[config.mk]
export PLATFORM = sky130hd
export DESIGN_NAME = ucsbece154a_uart_tx_flat
export DESIGN_NICKNAME = d
export VERILOG_FILES = /design/src/rtl/ucsbece154a_uart_pkg.sv /design/src/rtl/ucsbece154a_uart_tx_if.sv /design/src/rtl/ucsbece154a_uart_fifo.sv /design/src/rtl/ucsbece154a_uart_tx.sv /design/src/flat_wrapper.sv
export SDC_FILE = /design/constraint.sdc
export NUM_CORES = 1
export LEC_CHECK = 0
export CAP_MARGIN = 20
export CORE_ASPECT_RATIO = 1.25
export CORE_MARGIN = 3
export CORE_UTILIZATION = 49
export DETAILED_ROUTE_END_ITERATION = 10
export PLACE_DENSITY_LB_ADDON = 0.3
export SETUP_SLACK_MARGIN = 0.05
export SLEW_MARGIN = 20
export SYNTH_ARGS = -nofsm -noshare
export SYNTH_HDL_FRONTEND = slang
export SYNTH_SLANG_ARGS = --single-unit
[constraint.sdc]
create_clock -name clk -period 3.5 [get_ports clk]
set_input_delay 0.7 -clock clk [delete_from_list [all_inputs] [get_ports clk]]
set_output_delay 0.7 -clock clk [all_outputs]
set_load 0.005 [all_outputs]
[src/rtl/ucsbece154a_uart_pkg.sv]
// UART TX shared definitions: register offsets, STATUS bit
// indices and FSM state encoding. No ports.
package ucsbece154a_uart_pkg;

    localparam logic [3:0] TXDATA_OFF = 4'h0;
    localparam logic [3:0] STATUS_OFF = 4'h4;
    localparam logic [3:0] CTRL_OFF   = 4'h8;

    localparam int ST_FULL    = 0;
    localparam int ST_EMPTY   = 1;
    localparam int ST_BUSY    = 2;
    localparam int ST_OVF     = 3;
    localparam int ST_CNT_LSB = 4;

    typedef logic [2:0] state_t;
    localparam state_t S_IDLE   = 3'd0;
    localparam state_t S_START  = 3'd1;
    localparam state_t S_DATA   = 3'd2;
    localparam state_t S_STOP   = 3'd3;
    localparam state_t S_PARITY = 3'd4;

    function automatic logic [1:0] reg_idx(input logic [3:0] off);
        return off[3:2];
    endfunction

endpackage

[src/rtl/ucsbece154a_uart_tx_if.sv]
// UART TX bus interface: sel_i, a_i, we_i, wd_i from the core,
// rd_o back. master = core side, slave = peripheral side.
interface ucsbece154a_uart_tx_if;
    logic        sel_i;
    logic [3:0]  a_i;
    logic        we_i;
    logic [31:0] wd_i;
    logic [31:0] rd_o;

    modport master (
        output sel_i, a_i, we_i, wd_i,
        input  rd_o
    );

    modport slave (
        input  sel_i, a_i, we_i, wd_i,
        output rd_o
    );
endinterface

[src/rtl/ucsbece154a_uart_fifo.sv]
// Synchronous byte FIFO. Ports: clk, reset, push_i/pop_i,
// wdata_i, rdata_o (head), full_o, empty_o, count_o.
module ucsbece154a_uart_fifo #(
    parameter int DEPTH = 4,
    localparam int AW = $clog2(DEPTH)
) (
    input  logic         clk,
    input  logic         reset,
    input  logic         push_i,
    input  logic         pop_i,
    input  logic [7:0]   wdata_i,
    output logic [7:0]   rdata_o,
    output logic         full_o,
    output logic         empty_o,
    output logic [AW:0]  count_o
);
    logic [7:0]    mem_q [DEPTH];
    logic [AW-1:0] wptr_q, rptr_q;
    logic [AW:0]   count_q;
    logic          push_ok, pop_ok;

    assign full_o  = (count_q == (AW+1)'(DEPTH));
    assign empty_o = (count_q == '0);
    assign count_o = count_q;
    assign rdata_o = mem_q[rptr_q];

    // a push into a full FIFO is legal when the head leaves
    // in the same cycle; wptr == rptr then, and the read
    // sees the old head before the write lands.
    assign pop_ok  = pop_i & ~empty_o;
    assign push_ok = push_i & (~full_o | pop_ok);

    always_ff @(posedge clk) begin
        if (reset) begin
            wptr_q  <= '0;
            rptr_q  <= '0;
            count_q <= '0;
        end else begin
            if (push_ok) wptr_q <= wptr_q + AW'(1);
            if (pop_ok)  rptr_q <= rptr_q + AW'(1);
            count_q <= count_q
                     + (AW+1)'(push_ok)
                     - (AW+1)'(pop_ok);
        end
    end

    always_ff @(posedge clk) begin
        if (push_ok) mem_q[wptr_q] <= wdata_i;
    end
endmodule

[src/rtl/ucsbece154a_uart_tx.sv]
// Memory-mapped 8N1 UART transmitter. Ports: clk, reset,
// bus (slave: sel_i a_i we_i wd_i rd_o), tx_o serial line.
// Optional macro UART_TX_PARITY_EN adds a parity bit and
// CTRL bit1 (odd parity).
module ucsbece154a_uart_tx
    import ucsbece154a_uart_pkg::*;
#(
    parameter int CLKS_PER_BIT = 4,
    parameter int FIFO_DEPTH   = 4
) (
    input  logic                 clk,
    input  logic                 reset,
    ucsbece154a_uart_tx_if.slave bus,
    output logic                 tx_o
);
    localparam int BW = $clog2(CLKS_PER_BIT);
    localparam int CW = $clog2(FIFO_DEPTH) + 1;
    localparam logic [BW-1:0] RELOAD = BW'(CLKS_PER_BIT - 1);

    state_t        state_q, state_d;
    logic [BW-1:0] baud_q, baud_d;
    logic [2:0]    bit_q, bit_d;
    logic [7:0]    shift_q, shift_d;
    logic          en_q, en_d;
    logic          ovf_q, ovf_d;
    logic          odd_q, par_q;

    logic          full, empty, pop;
    logic [7:0]    head;
    logic [CW-1:0] count;
    logic          wr, wr_tx, wr_st, wr_ctrl;
    logic          baud_done, start_frame;
    logic          is_tx, is_st, is_ctrl;
    logic [31:0]   status, ctrl;
    logic          unused_ok;

    assign unused_ok = ^{bus.wd_i[31:8], bus.a_i[1:0]};

    assign is_tx   = bus.a_i[3:2] == reg_idx(TXDATA_OFF);
    assign is_st   = bus.a_i[3:2] == reg_idx(STATUS_OFF);
    assign is_ctrl = bus.a_i[3:2] == reg_idx(CTRL_OFF);

    assign wr      = bus.sel_i & bus.we_i;
    assign wr_tx   = wr & is_tx;
    assign wr_st   = wr & is_st;
    assign wr_ctrl = wr & is_ctrl;

    ucsbece154a_uart_fifo #(.DEPTH(FIFO_DEPTH)) u_fifo (
        .clk     (clk),
        .reset   (reset),
        .push_i  (wr_tx),
        .pop_i   (pop),
        .wdata_i (bus.wd_i[7:0]),
        .rdata_o (head),
        .full_o  (full),
        .empty_o (empty),
        .count_o (count)
    );

    assign baud_done = (baud_q == '0);

    // a new frame starts from IDLE or straight out of the
    // last STOP cycle, which removes the inter-frame gap
    assign start_frame = en_q & ~empty &
        ((state_q == S_IDLE) |
         ((state_q == S_STOP) & baud_done));
    assign pop = start_frame;

    always_comb begin
        state_d = state_q;
        baud_d  = baud_q;
        bit_d   = bit_q;
        shift_d = shift_q;
        unique case (state_q)
            S_IDLE: ;
            S_START: begin
                baud_d = baud_q - BW'(1);
                if (baud_done) begin
                    state_d = S_DATA;
                    baud_d  = RELOAD;
                end
            end
            S_DATA: begin
                baud_d = baud_q - BW'(1);
                if (baud_done) begin
                    baud_d  = RELOAD;
                    shift_d = shift_q >> 1;
                    bit_d   = bit_q + 3'd1;
`ifdef UART_TX_PARITY_EN
                    if (bit_q == 3'd7) state_d = S_PARITY;
`else
                    if (bit_q == 3'd7) state_d = S_STOP;
`endif
                end
            end
`ifdef UART_TX_PARITY_EN
            S_PARITY: begin
                baud_d = baud_q - BW'(1);
                if (baud_done) begin
                    state_d = S_STOP;
                    baud_d  = RELOAD;
                end
            end
`endif
            S_STOP: begin
                baud_d = baud_q - BW'(1);
                if (baud_done) state_d = S_IDLE;
            end
            default: state_d = S_IDLE;
        endcase
        if (start_frame) begin
            state_d = S_START;
            baud_d  = RELOAD;
            shift_d = head;
        end
    end

    // overflow only when a push finds no room even after
    // the same-cycle pop
    assign ovf_d = wr_st ? 1'b0 :
                   (ovf_q | (wr_tx & full & ~pop));
    assign en_d  = wr_ctrl ? bus.wd_i[0] : en_q;

    always_ff @(posedge clk) begin
        if (reset) begin
            state_q <= S_IDLE;
            baud_q  <= '0;
            bit_q   <= '0;
            shift_q <= '0;
            en_q    <= 1'b1;
            ovf_q   <= 1'b0;
        end else begin
            state_q <= state_d;
            baud_q  <= baud_d;
            bit_q   <= bit_d;
            shift_q <= shift_d;
            en_q    <= en_d;
            ovf_q   <= ovf_d;
        end
    end

`ifdef UART_TX_PARITY_EN
    // parity is latched with the byte so a CTRL write
    // mid-frame cannot corrupt the frame in flight
    always_ff @(posedge clk) begin
        if (reset) begin
            odd_q <= 1'b0;
            par_q <= 1'b0;
        end else begin
            if (wr_ctrl)     odd_q <= bus.wd_i[1];
            if (start_frame) par_q <= ^head ^ odd_q;
        end
    end
`else
    assign odd_q = 1'b0;
    assign par_q = 1'b1;
`endif

    always_comb begin
        unique case (state_q)
            S_START:  tx_o = 1'b0;
            S_DATA:   tx_o = shift_q[0];
            S_PARITY: tx_o = par_q;
            default:  tx_o = 1'b1;
        endcase
    end

    always_comb begin
        status = '0;
        status[ST_FULL]  = full;
        status[ST_EMPTY] = empty;
        status[ST_BUSY]  = (state_q != S_IDLE);
        status[ST_OVF]   = ovf_q;
        status[ST_CNT_LSB +: 4] = 4'(count);
    end

    assign ctrl = {30'b0, odd_q, en_q};

    always_comb begin
        bus.rd_o = '0;
        if (bus.sel_i) begin
            unique case (1'b1)
                is_st:   bus.rd_o = status;
                is_ctrl: bus.rd_o = ctrl;
                default: bus.rd_o = '0;
            endcase
        end
    end
endmodule

[src/flat_wrapper.sv]
// flat-port wrapper written by rule: the top's interface ports become plain ports
module ucsbece154a_uart_tx_flat import ucsbece154a_uart_pkg::*;
#(
    parameter int CLKS_PER_BIT = 4,
    parameter int FIFO_DEPTH   = 4
)
  (clk, reset, tx_o, bus_sel_i, bus_a_i, bus_we_i, bus_wd_i, bus_rd_o);
  ucsbece154a_uart_tx_if bus_i ();
  input  logic clk;
  input  logic reset;
  output logic tx_o;
  input wire logic [$bits(bus_i.sel_i)-1:0] bus_sel_i;
  input wire logic [$bits(bus_i.a_i)-1:0] bus_a_i;
  input wire logic [$bits(bus_i.we_i)-1:0] bus_we_i;
  input wire logic [$bits(bus_i.wd_i)-1:0] bus_wd_i;
  output wire logic [$bits(bus_i.rd_o)-1:0] bus_rd_o;
  assign bus_i.sel_i = bus_sel_i;
  assign bus_i.a_i = bus_a_i;
  assign bus_i.we_i = bus_we_i;
  assign bus_i.wd_i = bus_wd_i;
  assign bus_rd_o = bus_i.rd_o;
  ucsbece154a_uart_tx #(.CLKS_PER_BIT(CLKS_PER_BIT), .FIFO_DEPTH(FIFO_DEPTH)) u_core (.clk(clk), .reset(reset), .bus(bus_i), .tx_o(tx_o));
endmodule
Yosys cells after proc, flatten, opt, wreduce, memory -nomap -nowiden --
Memory sizes are Yosys's and may differ from the RTL's. A register that Yosys moved wholly into a read port is not among the register bits. Index checks and enable logic that the tools add are counted.
Operators by class: add/sub/neg operators 6, multipliers 0, divide/modulo/power cells 0, $lt $le $gt $ge 0, eq/ne operators 16, shift-type cells 0, multiplexer cells 19, bitwise operators 18, reduce and logical (&&, ||, !) cells 15
Operator list (number):
- $mux W32 | 1
- $mux W8 | 3
- $pmux W7 S2 | 1
- $mux W3 | 4
- $ne A3 B1 Y1 const B | 4
- $pmux W3 S4 | 1
- $and A1 B1 Y1 | 11
- $ne A2 B1 Y1 const B | 5
- $reduce_and A5 Y1 | 2
- $mux W2 | 4
- $eq A3 B2 Y1 const B | 2
- $eq A3 B3 Y1 const B | 2
- $logic_not A3 Y1 | 2
- $reduce_bool A3 Y1 | 2
- $reduce_or A2 Y1 | 3
- $add A2 B1 Y2 const B | 2
- $logic_not A2 Y1 | 2
- $not A1 Y1 | 4
- $pmux W2 S2 | 1
- $reduce_and A2 Y1 | 2
- $reduce_bool A2 Y1 | 2
- $add A3 B1 Y3 | 1
- $add A3 B1 Y3 const B | 1
- $eq A3 B1 Y1 const B | 1
- other kinds (7) | 11
Storage, ports and cells: flip-flop bits (word level) 25, latch bits 0, memory bits (writable) 32, bits in read-only memories 0, input port bits 40, memories kept 1
Memory list:
- u_core.u_fifo.mem_q | depth 4, bits a word 8, rd ports 1, clocked after Yosys merged registers in 1, write ports 1, line ucsbece154a_uart_fifo.sv:17 | logic [7:0] mem_q [DEPTH];

Longest topological paths before layout --
depth in word-level cells 9, depth in mapped cells 13, gate-level depth less buffers 12

Modules after synthesis --
Synthesis repeated with hierarchy kept, for this count alone.
Unflattened totals: cells, all modules 231, area, all modules 2855.2 µm²
Modules (own cells, without submodules):
- ucsbece154a_uart_fifo | instances 1, cells each 89, area each 1649.1 µm², seq. area each 1141.1 µm²
- ucsbece154a_uart_tx | instances 1, cells each 142, area each 1206.2 µm², seq. area each 340.3 µm²

Worst setup path after synthesis --
Ideal clock, no wire load.
path kind input to register, from in bus_a_i[2], to reg u_core.u_fifo.count_q[2], in the netlist u_core.u_fifo.count_o[2], arrival 2.325 ns, setup slack 1.048 ns, stages on the path 11, path buffers 0, cells stage by stage inv_1 ha_1 and3_1 nor2_1 o21bai_1 ha_1 inv_1 fa_1 xor2_1 xnor2_1 nor2_1
Between the ends: cells in the longest elaborated chain, start to end 5
Ends and longest elaborated chain:
- start, declared | line flat_wrapper.sv:13 | input wire logic [$bits(bus_i.a_i)-1:0] bus_a_i;
- $logic_not A2 Y1 | line ucsbece154a_uart_tx.sv:39 | assign is_tx = bus.a_i[3:2] == reg_idx(TXDATA_OFF);
- $and A1 B1 Y1 | line ucsbece154a_uart_tx.sv:44 | assign wr_tx = wr & is_tx;
- $and A1 B1 Y1 | line ucsbece154a_uart_fifo.sv:31 | assign push_ok = push_i & (~full_o | pop_ok);
- $add A3 B1 Y3 | line ucsbece154a_uart_fifo.sv:42 | + (AW+1)'(push_ok)
- $sub A3 B1 Y3 | line ucsbece154a_uart_fifo.sv:43 | - (AW+1)'(pop_ok);
- end signal, assigned | line ucsbece154a_uart_fifo.sv:41 | count_q <= count_q
- end, declared | line ucsbece154a_uart_fifo.sv:19 | logic [AW:0] count_q;
Every way passes these cells. A chain may end at the register's enable or synchronous reset.

Worst setup path after layout --
from in bus_a_i[2], to out bus_rd_o[1]
Between the ends: cells in the longest elaborated chain, start to end 3, elaborated cells between the ends (all ways) 4, classes of those cells eq/ne (2); mux (2)
Ends and longest elaborated chain:
- $eq A2 B2 Y1 / $eq A2 B1 Y1 (equally long branches) | line ucsbece154a_uart_tx.sv:41, ucsbece154a_uart_tx.sv:40
- $pmux W7 S2 * | line ucsbece154a_uart_tx.sv:182 | unique case (1'b1)
- $mux W32 * | line ucsbece154a_uart_tx.sv:181 | if (bus.sel_i) begin
- end, declared | line flat_wrapper.sv:16 | output wire logic [$bits(bus_i.rd_o)-1:0] bus_rd_o;
Mark *: on every way between the ends. The rest lies on a longest branch, timed or not.

==> PnR_summary.wiki <==
{| class="wikitable"
! Metric !! Value
|-
| Worst Hold Class || reg -> reg
|-
| Fill count || about 450
|-
| Worst slew pin tran || around 0.92 ns
|-
| Most frequent cell after synthesis || sky130_fd_sc_hd__edfxtp_1
|-
| Number of pins with negative max-slew slack in the final report || 0
|-
| Hold bufs inserted after CTS || 0
|-
| Overall Power || about 2.2 mW
|-
| Highest cell delay on the worst timing path || 0.54 ns
|-
| Synth top cells by count || sky130_fd_sc_hd__edfxtp_1 (32), sky130_fd_sc_hd__dfxtp_1 (26), sky130_fd_sc_hd__buf_4 (25), sky130_fd_sc_hd__nor2_1 (20), sky130_fd_sc_hd__ha_1 (15)
|-
| Cts bufs inserted || 9
|-
| Fraction of synthesis flops using an asynchronous set or reset pin || 0
|-
| Post-synth EDFFs || 32
|-
| Clock Path Buffers || 2
|-
| Depth of the CTS H-tree || 3
|-
| CP endpoint kind || output pin
|-
| Internal Power || about 1.5 mW
|-
| DRT Wirelength || 4325 um
|-
| Ys Warns || 0
|-
| Cell chain of the critical path || clkdlybuf4s50_1, inv_1, ha_1, nand3_1, nor4_1, clkdlybuf4s50_1
|-
| First-pass GRT wire length || 7507 um
|-
| CP max stage cell || sky130_fd_sc_hd__clkdlybuf4s50_1
|-
| Half-perimeter wire length after detailed placement || around 3000 um
|-
| Syn Std Cell Area || approximately 2800 um^2
|-
| Area of the die || ~6600 um^2
|-
| Largest net degree at the start of global routing || 28
|-
| CTS tree || done
|-
| Critical-path maximum fanout || 3
|-
| Pwr per Cell Area || ~700 nW/um^2
|-
| Syn avg cell area || 11.92 um^2
|-
| Antenna diode count || 0
|-
| Global placer's final weighted congestion || between 0.7 and 0.8
|-
| Area leader, netlist || sky130_fd_sc_hd__edfxtp_1
|-
| Top FF cell, synth || sky130_fd_sc_hd__edfxtp_1
|-
| Synth Register Bits || between 50 and 60
|-
| Kind of cell adding the most delay to the critical path || buffers and inverters
|-
| Number of global-route vias before repair || ~1600
|-
| Worst Clk Skew || around 0.0044 ns
|-
| Post-cts resize count || 0
|-
| Cell row count || 30
|-
| Setup bufs post-CTS || 0
|-
| Die W || 73.48 um
|-
| Setup_tns || 0 ns
|-
| Period Utilization, post-route || 0.8802
|-
| Cell leakage power || about 1.2 nW
|-
| Upper clock frequency limit || 324.6 MHz
|-
| Logic pwr share || 0.259
|-
| Run status || completed
|-
| Net switching component of the power || 653.5 uW
|-
| Cell repeated most along the worst path || sky130_fd_sc_hd__clkdlybuf4s50_1
|-
| Max Cap Viol || 0
|-
| Via count of the routed design || ~1700
|-
| Worst hold slack after final layout || around 0.46 ns
|-
| Clock latency at the later pin of the worst-skew pair || ~0.34 ns
|-
| Number of iterations in the first detailed-routing pass || 4
|-
| CTS sink cnt || 58
|-
| Root buffer cell || sky130_fd_sc_hd__clkbuf_8
|-
| Count of buffers inserted at the top-level ports || 21
|-
| IO Pins || between 70 and 80
|-
| Startpoint class of the critical path || primary input
|-
| Worst rel slew slack || 0.3842
|-
| Final critical path time including I/O delays and setup || between 3 and 4 ns
|-
| Share of post-route cells with drive strength above 1 || 0.1149
|-
| VDD IR max || about 0.00047 V
|-
| Number of instances in the synthesized netlist || ~230
|-
| Portion of synthesized cell area occupied by the leading cell type || 0.3445
|-
| DP Worst Slack || 0.3919 ns
|-
| Final Worst Setup Slack || about 0.42 ns
|-
| Distinct cell type count of the synthesized netlist || 40
|-
| Final Util || 0.5801
|-
| Arrival time of the worst setup path || between 2 and 2.5 ns
|-
| Area overhead of the layout relative to synthesis || 14.00%
|-
| Final number of setup-violating endpoints || 0
|-
| Crit path required time || 2.80 ns
|-
| Core outline area || around 5500 um^2
|-
| Iteration-0 DRC count of the detailed router || between 100 and 150
|-
| NumNets Final || roughly 310
|-
| Setup repair after global routing missed its margin || false
|-
| Clock network fraction of total power || 0.337
|-
| Clock slew at reported path FFs || around 0.060 ns
|-
| Initial standard-cell utilization of the core || 0.5089
|-
| Combined global-route utilization of all metal layers || 0.1489
|-
| Die Height || approximately 90 um
|-
| Post-route antenna net violation count || 0
|-
| Hold violation count in the final report || 0
|-
| Antenna violations before repair || 0
|-
| Final global-route overflow total || 0
|-
| Category of the most critical setup path || in -> out
|-
| DRC || 0
|-
| Sw Ratio || 0.2977
|-
| Cell types occupying the most area after synthesis || sky130_fd_sc_hd__edfxtp_1 (34%), sky130_fd_sc_hd__dfxtp_1 (19%), sky130_fd_sc_hd__buf_4 (6.7%)
|-
| Reg power frac || 0.404
|-
| Post-detailed-route wirelength per cell || 13.31 um
|-
| Portion of the post-synthesis area used by sequential elements || 0.5312
|-
| Post-DR vias/cell || just over 5
|-
| Crit path buf inv count || 3
|}
[cell families (layout without fill, tap and decap cells)]
group,after synthesis,in the layout,synth area share
AND/OR/NAND/NOR,68,68,0.1207
flip-flops,58,58,0.5312
buffers and inverters,47,50,0.1018
AO/OA/AOI/OAI,26,26,0.07134
adder cells (fa/ha/maj),16,16,0.07447
multiplexers,13,13,0.08344
XOR/XNOR,5,5,0.01570
other,1,25,0.001345
[power groups by stage]
stage / sequential (mW) / clock (mW) / combinational, mW
6_report: 0.888 / 0.739 / 0.568
3_3_place_gp: 0.905 / 0 / 0.551
5_1_grt: 0.906 / 0.781 / 0.651
4_1_cts: 0.891 / 0.755 / 0.572
2_1_floorplan: 0.862 / 0 / 0.521
3_5_place_dp: 0.906 / 0 / 0.569
[worst paths after layout]
kind	start	to	slack, ns	depth (start not counted)
worst max register to register	u_core.state_q[1]	u_core.u_fifo.count_o[2]	0.92	12
worst min register to register	u_core.bit_q[1]	u_core.bit_q[1]	0.46	2
worst max-delay path	bus_a_i[2]	bus_rd_o[1]	0.42	6
worst min-delay path	u_core.bit_q[1]	u_core.bit_q[1]	0.46	2
[final cells by class]
class,instances,area (um^2),share of cell area
flip-flops and latches,58,1481,0.4660
well taps,64,80.08,0.02519
clock buffers,9,123.9,0.03896
multi-input cells,153,1114,0.3503
repair buffers,22,217.7,0.06848
inverters,12,45.04,0.01417
clock inverters,7,117.6,0.03699
[worst reg2reg max path: cells and delay by family (launching register included)]
kind                     cells  cell delay, ns
flip-flops                   1            0.34
buffers and inverters        2            0.15
adder cells (fa/ha/maj)      3            0.87
AND/OR/NAND/NOR              3            0.42
AO/OA/AOI/OAI                2            0.35
XOR/XNOR                     2            0.30
[state kept, by name (all words and copies together), names as in the netlist, named ones only]
name and count:
u_core.state_q 2, u_core.shift_q 8, u_core.bit_q 3, u_core.u_fifo.rptr_q 2, u_core.baud_q 2, u_core.u_fifo.mem_q 32
u_core.en_q 1, u_core.u_fifo.wptr_q 2, u_core.ovf_q 1, u_core.u_fifo.count_o 3
[layout by cell type (no fill, tap or decap), drive strengths merged, types with 9 or more instances in the layout]
master,n
clkbuf,9
clkdlybuf4s50,21
conb,25
dfxtp,26
edfxtp,32
ha,15
inv,12
nand2,14
nand3,14
nor2,20
[layer usage]
layer / vias to the layer above / global-route usage / share of wire
met3: 12 / 0.04677 / 0.047
met5: - / 0 / 0
met2: 42 / 0.2322 / 0.49
met4: 0 / 0.07402 / 0.022
li1: 820 / - / -
met1: 791 / 0.1828 / 0.44
[per-stage QoR]
| stage | std cells | cell area (um^2) |
|---|---|---|
| 6_report | 325 | 3179 |
| 5_1_grt | 325 | 3179 |
| 4_1_cts | 325 | 3179 |
| 3_5_place_dp | 309 | 2938 |
| 3_3_place_gp | 309 | 2938 |
| 2_1_floorplan | 258 | 2879 |
(Power assumes the default switching activity.)
